`config.mk`:
```
export PLATFORM = sky130hd
export DESIGN_NAME = instr_fetch_unit
export DESIGN_NICKNAME = d
export VERILOG_FILES = /design/src/rtl/instr_fetch_unit.sv
export SDC_FILE = /design/constraint.sdc
export NUM_CORES = 1
export LEC_CHECK = 0
export ABC_AREA = 1
export CAP_MARGIN = 15
export CORE_MARGIN = 3
export CORE_UTILIZATION = 55
export CTS_CLUSTER_SIZE = 24
export DETAILED_ROUTE_END_ITERATION = 12
export PLACE_DENSITY = 0.78
export SLEW_MARGIN = 20
export SYNTH_ARGS = -nofsm -noshare
export SYNTH_HDL_FRONTEND = slang
export SYNTH_SLANG_ARGS = --single-unit
export TNS_END_PERCENT = 100
```
`constraint.sdc`:
```
create_clock -name clk -period 5.6 [get_ports clk]
set_clock_uncertainty 0.05 [all_clocks]
set_input_delay 0.56 -clock clk [delete_from_list [all_inputs] [get_ports clk]]
set_output_delay 0.56 -clock clk [all_outputs]
set_load 0.01 [all_outputs]
```
`src/rtl/instr_fetch_unit.sv`:
```
// Instruction prefetch unit: fetch FSM feeding a DEPTH-entry queue.
// Define FETCH_STATS_EN to add the fetch_cnt completed-read counter.
module instr_fetch_unit #(
  parameter int ADDR_W = 16,
  parameter int DATA_W = 16,
  parameter int DEPTH  = 4,
  parameter logic [ADDR_W-1:0] RESET_PC = '0
) (
  input  logic              clk,
  input  logic              reset,
  output logic [ADDR_W-1:0] adr_bus,
  output logic              rd_mem,
  input  logic [DATA_W-1:0] mem_data,
  input  logic              mem_rdy,
  output logic              ins_valid,
  output logic [DATA_W-1:0] ins_data,
  output logic [ADDR_W-1:0] ins_pc,
  input  logic              ins_ready,
  input  logic              flush,
`ifdef FETCH_STATS_EN
  input  logic [ADDR_W-1:0] flush_pc,
  output logic [31:0]       fetch_cnt
`else
  input  logic [ADDR_W-1:0] flush_pc
`endif
);

  localparam int PW = (DEPTH > 1) ? $clog2(DEPTH) : 1;
  localparam int CW = PW + 1;
  localparam logic [CW-1:0] FULL = CW'(DEPTH);

  typedef enum logic [1:0] {
    IDLE,
    REQ,
    DISCARD
  } state_t;

  state_t            r_state;
  state_t            w_state_nx;
  logic [ADDR_W-1:0] r_pc;
  logic [ADDR_W-1:0] w_pc_nx;
  logic [ADDR_W-1:0] r_redir;
  logic [ADDR_W-1:0] w_redir_nx;
  logic [PW-1:0]     r_rd_ptr;
  logic [PW-1:0]     r_wr_ptr;
  logic [CW-1:0]     r_count;
  logic [CW-1:0]     w_count_after;
  logic [DATA_W-1:0] r_data [DEPTH];
  logic [ADDR_W-1:0] r_tag  [DEPTH];
  logic              w_push;
  logic              w_pop;
  logic              w_done;
  logic              w_valid;

  assign w_valid = (r_count != '0);
  assign w_done  = (r_state != IDLE) && mem_rdy;
  assign w_pop   = w_valid && ins_ready && !flush;
  assign w_push  = (r_state == REQ) && mem_rdy && !flush;

  assign w_count_after = r_count
                       + CW'(w_push)
                       - CW'(w_pop);

  always_comb begin
    w_state_nx = r_state;
    w_pc_nx    = r_pc;
    w_redir_nx = r_redir;
    unique case (r_state)
      IDLE: begin
        if (flush) begin
          w_pc_nx = flush_pc;
        end else if (r_count < FULL) begin
          w_state_nx = REQ;
        end
      end
      REQ: begin
        if (flush && mem_rdy) begin
          w_pc_nx = flush_pc;
        end else if (flush) begin
          // bus must keep the old address until that read retires
          w_state_nx = DISCARD;
          w_redir_nx = flush_pc;
        end else if (mem_rdy) begin
          w_pc_nx = r_pc + ADDR_W'(1);
          if (w_count_after == FULL) begin
            w_state_nx = IDLE;
          end
        end
      end
      DISCARD: begin
        if (flush) begin
          w_redir_nx = flush_pc;
        end
        if (mem_rdy) begin
          w_state_nx = REQ;
          w_pc_nx    = flush ? flush_pc : r_redir;
        end
      end
      default: w_state_nx = IDLE;
    endcase
  end

  always_ff @(posedge clk or negedge reset) begin
    if (!reset) begin
      r_state <= IDLE;
      r_pc    <= RESET_PC;
      r_redir <= RESET_PC;
    end else begin
      r_state <= w_state_nx;
      r_pc    <= w_pc_nx;
      r_redir <= w_redir_nx;
    end
  end

  always_ff @(posedge clk or negedge reset) begin
    if (!reset) begin
      r_rd_ptr <= '0;
      r_wr_ptr <= '0;
      r_count  <= '0;
    end else if (flush) begin
      r_rd_ptr <= '0;
      r_wr_ptr <= '0;
      r_count  <= '0;
    end else begin
      if (w_push) begin
        r_wr_ptr <= r_wr_ptr + PW'(1);
      end
      if (w_pop) begin
        r_rd_ptr <= r_rd_ptr + PW'(1);
      end
      r_count <= w_count_after;
    end
  end

  always_ff @(posedge clk) begin
    if (w_push) begin
      r_data[r_wr_ptr] <= mem_data;
      r_tag[r_wr_ptr]  <= r_pc;
    end
  end

  assign rd_mem    = (r_state != IDLE);
  assign adr_bus   = r_pc;
  assign ins_valid = w_valid;
  assign ins_data  = w_valid ? r_data[r_rd_ptr] : '0;
  assign ins_pc    = w_valid ? r_tag[r_rd_ptr]  : '0;

`ifdef FETCH_STATS_EN
  logic [31:0] r_cnt;

  always_ff @(posedge clk or negedge reset) begin
    if (!reset) begin
      r_cnt <= '0;
    end else if (w_done && (r_cnt != '1)) begin
      r_cnt <= r_cnt + 32'd1;
    end
  end

  assign fetch_cnt = r_cnt;
`else
  logic w_unused;
  assign w_unused = w_done;
`endif

endmodule

```
==> impl_metrics.toml <==
[cts]
clock_path_buffers = 2
cts_made_buffers = 17
hold_buffers = 0
insertion_delay_ns = 0.42
cts_resized = 0
cts_tree = "done"
cts_root_buffer = "clkbuf_16"
clk_pin_slew_ns = 0.06
htreeDepth = 4
cts_setup_buffers = 0
cts.sinks = 169

[power_and_ir_drop]
leakage_nw = 3.66
power_density_mw_per_mm2 = 521
ir_drop_mv = 0.340

[synthesis]
synth_flop_cell = "edfxtp_1"
synth_edf_count = 128
ys_warn_count = 0
syn_nets = 868
syn-mean-instance-area_um2 = 9.52
synth_xor_area_share_pct = 0.113
synth_compound_area_share_pct = 11.5
yosys.area_share.simple_pct = 18.1
synth.area.mux_share_pct = 0
synthAdderAreaFrac_pct = 2.19
synthCells = 818
synth_seq_cells = 169
synthDistinctLibCells = 31
async_reset_ff_share_pct = 24.3
synth_area_mm2 = 0.00778
synth_top_family_by_area = "simple AND/OR/NAND/NOR gates"
yosysSeqAreaShare_pct = 62.6

[placed_design]
place_area_mm2 = 0.00874
hpwl_um = 10800
globalplace.congestion = 0.892
dpl.cell_count = 1045
dp_slack_ns = 1.91
io_buffers = 86

[detailed_routing]
maxUsedRoutingLayer = "met4"
vias = 5985
vias_per_cell = 5.55
wl_met2_um = 8730
drt-total-wl_um = 17800
first_pass_iters = 6
wl_met1_um = 7510
drt-initial-drc-count = 647
drc_errors = 0
ant_nets = 0
route.met3.wl_um = 1250
wl_per_cell_um = 16.6

[die]
fp-row-count = 42
io_pins = 87
die_y_um = 125
coreArea_mm2 = 0.0136
dieArea_mm2 = 0.0156
die_w_um = 125
start_util_pct = 57.4

[timing]
fmax_mhz = 302
grt_setup_unrepaired = "false"
relSlewSlack_pct = 26.8
final_hold_viol_count = 0
fin_crit_ns = 3.32
setup_viol = 0
finalSetupTns_ns = 0
whs_ns = 0.237
setup_slack_ns = 2.28
worst_pin_slew_ns = 1.10
fin_crit_sh_pct = 59.2
final_max_slew_viol_count = 0

[final_layout]
area_delta_synth_final_pct = 19.8
final_cell_mix = "nor2_1, nand2_1, edfxtp_1, clkdlybuf4s50_1, o21ai_0"
fin_area_mm2 = 0.00933
diodes = 0
drive_gt1_share_pct = 6.32
fill_cells = 987
nNetsFinal = 939
final_cells = 1078
final_common_cell = "nor2_1"

[setup_path]
worstPathRequired_ns = 5.84
path_max_fanout = 42
cp-start-kind = "input port"
cp.arrival_ns = 3.56
end_kind = "flip-flop"
setup.worst_path.class = "in -> reg"

[worst_hold_path]
hold_class = "in -> async"

[flow_run]
maxCapViolCount = 0

[global_route]
grt_pass1_wl_um = 28500
gr-total-overflow = 0
grt_pass1_vias = 5739
track_usage_pct = 22.8
grt_start_max_net_pins = 66
antenna_found_initial = 0

[outcome]
status = "finished clean"
## cell families after synthesis
logic type      after synthesis
buf+inv                     105
flops                       169
compound gates              175
xor+xnor                      1
simple gates                355
fa+ha+maj                    13
## cells in the mapped netlist (12+ instances only)
master    count  area, µm²
nand2_1     156        586
clkbuf_1     17       63.8
nor2_1      162        608
a21oi_1      60        300
inv_1        59        221
nand3_1      21        105
buf_2        17       85.1
o21ai_0      80        400
o21ai_1      27        135
edfxtp_1    128       3840
dfrtp_1      41       1030
ha_1         12        150
## sequential cells by signal, summed over array words and instances, names as in the netlist
signal    flops
r_data       64
r_tag        64
adr_bus      16
r_redir      16
r_count       3
r_rd_ptr      2
r_state       2
r_wr_ptr      2
## layout make-up
class | instances | area (µm²) | area share, %
flip-flops and latches | 169 | 4870 | 52.2
clock inverters | 14 | 131 | 1.41
multi-input cells | 544 | 2510 | 26.9
repair buffers | 91 | 913 | 9.79
clock buffers | 18 | 429 | 4.60
well taps | 176 | 220 | 2.36
inverters | 66 | 249 | 2.67
## metal layers
metal,vias up,GRT usage [%]
met5,-,0
met1,2837,30.7
met3,33,4.48
met2,246,37.1
met4,0,8.29
li1,2869,-
## power breakdown
group | internal [mW] | switching [mW]
clock | 0.650 | 0.462
sequential | 1.61 | 0.224
combinational | 0.741 | 1.17
## metrics by stage
stage	util, %	power (mW)
floorplan	-	3.00
global placement	64.4	3.69
detailed placement	64.4	3.74
CTS	68.6	4.86
global route	68.8	5.16
finish	68.8	4.86
## path summary, 6_finish.rpt
path	startpoint	endpoint	slack, ns	cells past startpoint
max reg2reg	r_state[1]	r_state[1]	2.50	13
min reg2reg	r_redir[3]	r_redir[3]	0.47	2
min in group clk	r_redir[3]	r_redir[3]	0.47	2
max in group asynchronous	reset	r_rd_ptr[0]	4.60	1
min	reset	r_redir[13]	0.24	1
max	flush	r_state[1]	2.28	14
## worst max-delay path, cell delays in order
cell and delay [ns]:
clkdlybuf4s50_1 0.45, buf_4 0.35, inv_1 0.19, nand3_1 0.42, ha_1 0.33, inv_1 0.05, ha_1 0.13, inv_1 0.05
fa_1 0.51, nand3_1 0.07, o21ai_0 0.17, nand2_1 0.12, nand2_1 0.07, o21ai_0 0.08
Note: power is estimated with default switching activity, not from simulation.
